### config.mk
export PLATFORM = sky130hd
export DESIGN_NAME = uart_tx_64
export DESIGN_NICKNAME = d
export VERILOG_FILES = /design/src/rtl/uart_pkg.sv /design/src/rtl/uart_byte_tx.sv /design/src/rtl/uart_tx_64.sv
export SDC_FILE = /design/constraint.sdc
export NUM_CORES = 1
export LEC_CHECK = 0
export CAP_MARGIN = 20
export CORE_AREA = 2 2 94 96
export CTS_CLUSTER_DIAMETER = 50
export DETAILED_ROUTE_END_ITERATION = 12
export DIE_AREA = 0 0 96 98
export HOLD_SLACK_MARGIN = 0.03
export MAX_ROUTING_LAYER = met4
export PLACE_DENSITY = 0.84
export SLEW_MARGIN = 20
export SYNTH_ARGS = -nofsm -noshare
export SYNTH_HDL_FRONTEND = slang
export SYNTH_SLANG_ARGS = --single-unit
### constraint.sdc
create_clock -name clk -period 7 [get_ports clk]
set_input_delay 1.4 -clock clk [delete_from_list [all_inputs] [get_ports clk]]
set_output_delay 1.4 -clock clk [all_outputs]
set_load 0.02 [all_outputs]
### src/rtl/uart_pkg.sv
// rtl/uart_pkg.sv - shared UART defaults, bit-period helper and state encodings
package uart_pkg;

  localparam int DEF_CLK_FREQ = 50_000_000;
  localparam int DEF_UART_BPS = 115_200;

  // Serializer line phases; GAP is the sequencer's inter-byte idle.
  typedef enum logic [2:0] {IDLE, START, DATA, STOP, GAP} state_t;

  typedef enum logic [1:0] {SEQ_IDLE, SEQ_BYTE, SEQ_GAP} seq_t;

  function automatic int bps_cnt(input int clk_freq, input int uart_bps);
    return clk_freq / uart_bps;
  endfunction

endpackage

### src/rtl/uart_byte_tx.sv
// rtl/uart_byte_tx.sv - 8N1 single-byte serializer with start/done handshake
module uart_byte_tx
  import uart_pkg::*;
#(
  parameter int BPS_CNT = bps_cnt(DEF_CLK_FREQ, DEF_UART_BPS)
) (
  input  logic       clk,
  input  logic       rst,
  input  logic       start,
  input  logic [7:0] data,
  input  logic       last,
  output logic       txd,
  output logic       done
);

  localparam int CNT_W = (BPS_CNT > 1) ? $clog2(BPS_CNT) : 1;
  localparam logic [CNT_W-1:0] CNT_MAX       = CNT_W'(BPS_CNT - 1);
  localparam logic [CNT_W-1:0] CNT_MAX_SHORT = CNT_W'(BPS_CNT - 2);

  state_t           state;
  logic [CNT_W-1:0] cnt;
  logic [2:0]       bit_idx;
  logic [7:0]       shreg;
  logic             last_q;

  // The last byte's stop bit is one cycle short: the sequencer's first IDLE
  // cycle (line still high) supplies its final cycle, so back-to-back words
  // follow with no extra idle.
  assign done = (state == STOP) && (cnt == (last_q ? CNT_MAX_SHORT : CNT_MAX));

  always_ff @(posedge clk) begin
    if (rst) begin
      state   <= IDLE;
      cnt     <= '0;
      bit_idx <= '0;
      shreg   <= '0;
      last_q  <= 1'b0;
      txd     <= 1'b1;
    end else begin
      case (state)
        IDLE: begin
          if (start) begin
            state  <= START;
            txd    <= 1'b0;
            shreg  <= data;
            last_q <= last;
            cnt    <= '0;
          end
        end
        START: begin
          if (cnt == CNT_MAX) begin
            state   <= DATA;
            cnt     <= '0;
            bit_idx <= '0;
            txd     <= shreg[0];
          end else begin
            cnt <= cnt + 1'b1;
          end
        end
        DATA: begin
          if (cnt == CNT_MAX) begin
            cnt <= '0;
            if (bit_idx == 3'd7) begin
              state <= STOP;
              txd   <= 1'b1;
            end else begin
              bit_idx <= bit_idx + 1'b1;
              shreg   <= {1'b0, shreg[7:1]};
              txd     <= shreg[1];
            end
          end else begin
            cnt <= cnt + 1'b1;
          end
        end
        STOP: begin
          if (done) begin
            cnt <= '0;
            if (start) begin
              state  <= START;
              txd    <= 1'b0;
              shreg  <= data;
              last_q <= last;
            end else begin
              state <= IDLE;
            end
          end else begin
            cnt <= cnt + 1'b1;
          end
        end
        default: begin
          state <= IDLE;
          txd   <= 1'b1;
        end
      endcase
    end
  end

endmodule

### src/rtl/uart_tx_64.sv
// rtl/uart_tx_64.sv - sends a 64-bit word as eight 8N1 frames, LSB byte first
module uart_tx_64
  import uart_pkg::*;
#(
  parameter int CLK_FREQ = DEF_CLK_FREQ,
  parameter int UART_BPS = DEF_UART_BPS,
  parameter int GAP_CYC  = 0
) (
  input  logic        clk,
  input  logic        rst,
  input  logic [63:0] data_64,
  input  logic        data_in_valid,
  output logic        data_in_ready,
  output logic        uart_txd,
  output logic        busy,
  output logic        tx_done
);

  localparam int BPS_CNT = bps_cnt(CLK_FREQ, UART_BPS);
  localparam int GAP_W   = (GAP_CYC > 1) ? $clog2(GAP_CYC) : 1;
  localparam logic [GAP_W-1:0] GAP_MAX = GAP_W'((GAP_CYC > 0) ? GAP_CYC - 1 : 0);

  seq_t             state;
  logic [63:0]      hold;
  logic [2:0]       byte_idx;
  logic [GAP_W-1:0] gap_cnt;
  logic             accept;
  logic             next_byte;
  logic             bt_start;
  logic             bt_last;
  logic             bt_done;
  logic [7:0]       bt_data;

  assign accept    = data_in_valid && data_in_ready;
  assign next_byte = ((state == SEQ_BYTE) && bt_done && (byte_idx != 3'd7) && (GAP_CYC == 0))
                  || ((state == SEQ_GAP) && (gap_cnt == GAP_MAX));
  assign bt_start  = accept || next_byte;
  // Byte 0 goes straight from the input; hold keeps only the bytes still to send.
  assign bt_data   = accept ? data_64[7:0] : hold[7:0];
  assign bt_last   = !accept && (byte_idx == 3'd6);

  uart_byte_tx #(
    .BPS_CNT(BPS_CNT)
  ) u_byte_tx (
    .clk  (clk),
    .rst  (rst),
    .start(bt_start),
    .data (bt_data),
    .last (bt_last),
    .txd  (uart_txd),
    .done (bt_done)
  );

  always_ff @(posedge clk) begin
    if (rst) begin
      state         <= SEQ_IDLE;
      hold          <= '0;
      byte_idx      <= '0;
      gap_cnt       <= '0;
      tx_done       <= 1'b0;
      busy          <= 1'b0;
      data_in_ready <= 1'b1;
    end else begin
      tx_done <= 1'b0;
      case (state)
        SEQ_IDLE: begin
          if (accept) begin
            state         <= SEQ_BYTE;
            hold          <= {8'h00, data_64[63:8]};
            byte_idx      <= '0;
            busy          <= 1'b1;
            data_in_ready <= 1'b0;
          end
        end
        SEQ_BYTE: begin
          if (bt_done) begin
            if (byte_idx == 3'd7) begin
              state         <= SEQ_IDLE;
              byte_idx      <= '0;
              busy          <= 1'b0;
              data_in_ready <= 1'b1;
              tx_done       <= 1'b1;
            end else if (GAP_CYC == 0) begin
              byte_idx <= byte_idx + 1'b1;
              hold     <= {8'h00, hold[63:8]};
            end else begin
              state   <= SEQ_GAP;
              gap_cnt <= '0;
            end
          end
        end
        SEQ_GAP: begin
          if (gap_cnt == GAP_MAX) begin
            state    <= SEQ_BYTE;
            gap_cnt  <= '0;
            byte_idx <= byte_idx + 1'b1;
            hold     <= {8'h00, hold[63:8]};
          end else begin
            gap_cnt <= gap_cnt + 1'b1;
          end
        end
        default: state <= SEQ_IDLE;
      endcase
    end
  end

endmodule

==> qor.json <==
{
  "clocking": {
    "clk_latency_ns": 0.37,
    "number_of_buffers_inserted_for_hold_repair_after_clock_tree_synthesis": 0,
    "cts_tree": "done",
    "cts_resized": 0,
    "clockBufferDepth": 2,
    "cts_num_sinks": 86,
    "cts.repair_timing.setup_buffer_count": 0,
    "cts.reportedPaths.clkPinSlew_ns": 0.09,
    "clk_root_buf": "sky130_fd_sc_hd__clkbuf_8",
    "cts_buffers": 9,
    "h_tree_levels": 3
  },
  "logic_synthesis": {
    "post_synth_and_or_nand_nor_area_fraction_pct": 14.3,
    "yosys_warnings": 0,
    "netlist_area_um2": 4100,
    "synth_largest_type_area_fraction_pct": 42.0,
    "yosys.area_share.xor_xnor_pct": 1.71,
    "netlist-cell-type-count": 44,
    "mux_share_of_post_synthesis_cell_area_pct": 16.2,
    "synth_compound_area_share_pct": 18.4,
    "count_of_state_elements_after_synthesis": 86,
    "mapped_nets": 512,
    "synth-edff-count": 0,
    "yosys.area.top_type": "sky130_fd_sc_hd__dfxtp_1",
    "ys_seq_area_share_pct": 42.0,
    "ys_top_cells_by_area": "sky130_fd_sc_hd__dfxtp_1, sky130_fd_sc_hd__mux2i_1, sky130_fd_sc_hd__a211oi_1",
    "post_synth_inst_count": 433,
    "ys_dominant_reg_cell": "sky130_fd_sc_hd__dfxtp_1",
    "async_reset_ff_share_pct": 0,
    "average_size_of_a_mapped_cell_um2": 9.46,
    "yosys.area_share.adder_pct": 3.67,
    "combinational_family_with_the_most_area_after_synthesis": "compound AO/OA/AOI/OAI gates"
  },
  "timing": {
    "setup_viols_final": 0,
    "final_report_max_slew_violation_count": 0,
    "finalWorstPathRequiredPeriod_ns": 3.67,
    "hold_viol_final": 0,
    "relSlewSlack_pct": 38.0,
    "max_freq_mhz": 273,
    "worst_margin_pin_slew_ns": 0.931,
    "final_worst_path_setup_slack_ns": 3.33,
    "setup_total_negative_slack_ns": 0,
    "final.period_utilization_pct": 52.4,
    "finClkSkew_ns": 0.0112,
    "rsz0062_at_grt": "no"
  },
  "detailed_routing": {
    "drc": 0,
    "num_vias": 3364,
    "drt_first_pass_iters": 4,
    "drt_wl_total_um": 8950,
    "vias_per_cell": 5.59,
    "final_antenna_net_count": 0,
    "first_iter_violations": 152,
    "route.detailed.wl_per_inst_um": 14.9
  },
  "placed_design": {
    "place_worst_setup_slack_ns": 2.97,
    "finalWeightedCongestion": 0.829,
    "placement.io_buffers": 70,
    "place.detailed.hpwl_um": 6350
  },
  "layout": {
    "syn2layout_area_growth_pct": 22.6,
    "layout.nets": 568,
    "drive_above_1_share_pct": 6.07,
    "multi_input_comb_area_um2": 2230,
    "seqCellArea_um2": 1730,
    "mostFrequentLayoutCell": "sky130_fd_sc_hd__dfxtp_1",
    "final_cell_mix": "sky130_fd_sc_hd__dfxtp_1, sky130_fd_sc_hd__nor2_1, sky130_fd_sc_hd__clkdlybuf4s50_1, sky130_fd_sc_hd__mux2i_1, sky130_fd_sc_hd__a211oi_1",
    "n_antenna_cell": 0,
    "nFillCells": 699
  },
  "grt": {
    "antenna_found_initial": 0,
    "grt_start_max_net_pins": 79,
    "global_route_wire_length_before_repair_um": 14700,
    "grt_pass1_vias": 3227,
    "groute.usage.overall_pct": 20.4,
    "gr-total-overflow": 0
  },
  "critical_path": {
    "start_kind": "input port",
    "worstSetupEndpointType": "flop",
    "crit_fanout": 60,
    "crit_required_ns": 7.27,
    "crit_type": "in -> reg",
    "arrival_ns": 3.94
  },
  "floorplanning": {
    "pin_count": 71,
    "chipHeight_um": 98,
    "start_util_pct": 48.4,
    "floorplan.die_area_um2": 9410,
    "std_cell_rows": 34,
    "core_region_area_um2": 8470,
    "die_width_um": 96
  },
  "power": {
    "powerDensity_nw_per_um2": 249,
    "peakVddDrop_mv": 0.117,
    "power.static_leakage_nw": 1.86
  },
  "job": {
    "drv.max_cap_violation_count": 0
  },
  "worst_hold_path": {
    "hold_path_class": "reg -> reg"
  },
  "run_status": {
    "outcome": "completed"
  }
}
-- final timing paths --
kind / from / depth (start not counted) / to / slack (ns)
setup / recovery: data_in_valid / 7 / hold[45] / 3.33
hold / removal: u_byte_tx.bit_idx[1] / 2 / u_byte_tx.bit_idx[1] / 0.46
setup reg to reg: state[0] / 7 / hold[45] / 3.70
hold reg to reg: u_byte_tx.bit_idx[1] / 2 / u_byte_tx.bit_idx[1] / 0.46
-- power by group --
group	internal (mW)	switching, mW
Sequential	0.538	0.0463
Clock	0.133	0.194
Combinational	0.159	0.180
Total	0.830	0.420
-- layout make-up --
cell class,instances,share of cell area [%]
Clock inverter,7,1.12
Timing Repair Buffer,73,14.3
Sequential cell,86,34.4
Inverter,9,0.673
Clock buffer,9,2.47
Tap cell,108,2.69
Multi-Input combinational cell,310,44.4
-- cells by family (layout without fill, tap and decap cells) --
logic type | after synthesis | count (layout)
compound gates | 100 | 100
flops | 86 | 86
buf+inv | 37 | 98
simple gates | 124 | 124
fa+ha+maj | 12 | 12
xor+xnor | 8 | 8
mux | 66 | 66
-- state kept, by name, indices dropped and copies added, names as in the netlist --
register / flops
u_byte_tx.shreg: 8
tx_done: 1
state: 1
data_in_ready: 1
u_byte_tx.txd: 1
byte_idx: 3
u_byte_tx.state: 2
u_byte_tx.cnt: 9
hold: 56
u_byte_tx.bit_idx: 3
u_byte_tx.last_q: 1
-- metal layers --
| layer | up-vias | part of all wire (%) | global-route usage [%] |
|---|---|---|---|
| met5 | - | 0 | - |
| met4 | 0 | 1.4 | 7.03 |
| met3 | 12 | 3.8 | 4.24 |
| met2 | 74 | 48 | 32.3 |
| met1 | 1573 | 47 | 25.6 |
| li1 | 1705 | - | - |
-- metrics by stage --
step / util, % / power [mW] / cell area [um2] / instances / hold slack (ns)
after floorplan: - / 0.827 / 4100 / 433 / 0.432
after global placement: 57.2 / 0.911 / 4840 / 586 / 0.441
after detailed placement: 57.2 / 0.932 / 4840 / 586 / 0.452
after CTS: 59.3 / 1.25 / 5020 / 602 / 0.466
after global routing: 59.3 / 1.32 / 5020 / 602 / 0.496
final: 59.3 / 1.25 / 5020 / 602 / 0.464
-- critical path, stage by stage --
cell and delay, ns:
sky130_fd_sc_hd__clkdlybuf4s50_1 0.50, sky130_fd_sc_hd__nand2_1 0.49, sky130_fd_sc_hd__o21ai_4 0.30, sky130_fd_sc_hd__buf_4 0.49, sky130_fd_sc_hd__buf_4 0.44, sky130_fd_sc_hd__nor2_1 0.08, sky130_fd_sc_hd__a211oi_1 0.21
-- cells in the mapped netlist (all sizes together) (4+ instances only) --
cell	instances
dfxtp	86
nor2	73
mux2i	65
a211oi	51
nand2	21
clkbuf	18
o21ai	13
ha	12
a21oi	11
buf	10
a22o	9
inv	9
nand4	7
xnor2	4
xor2	4
No activity file was read; power rests on OpenSTA's default activity.
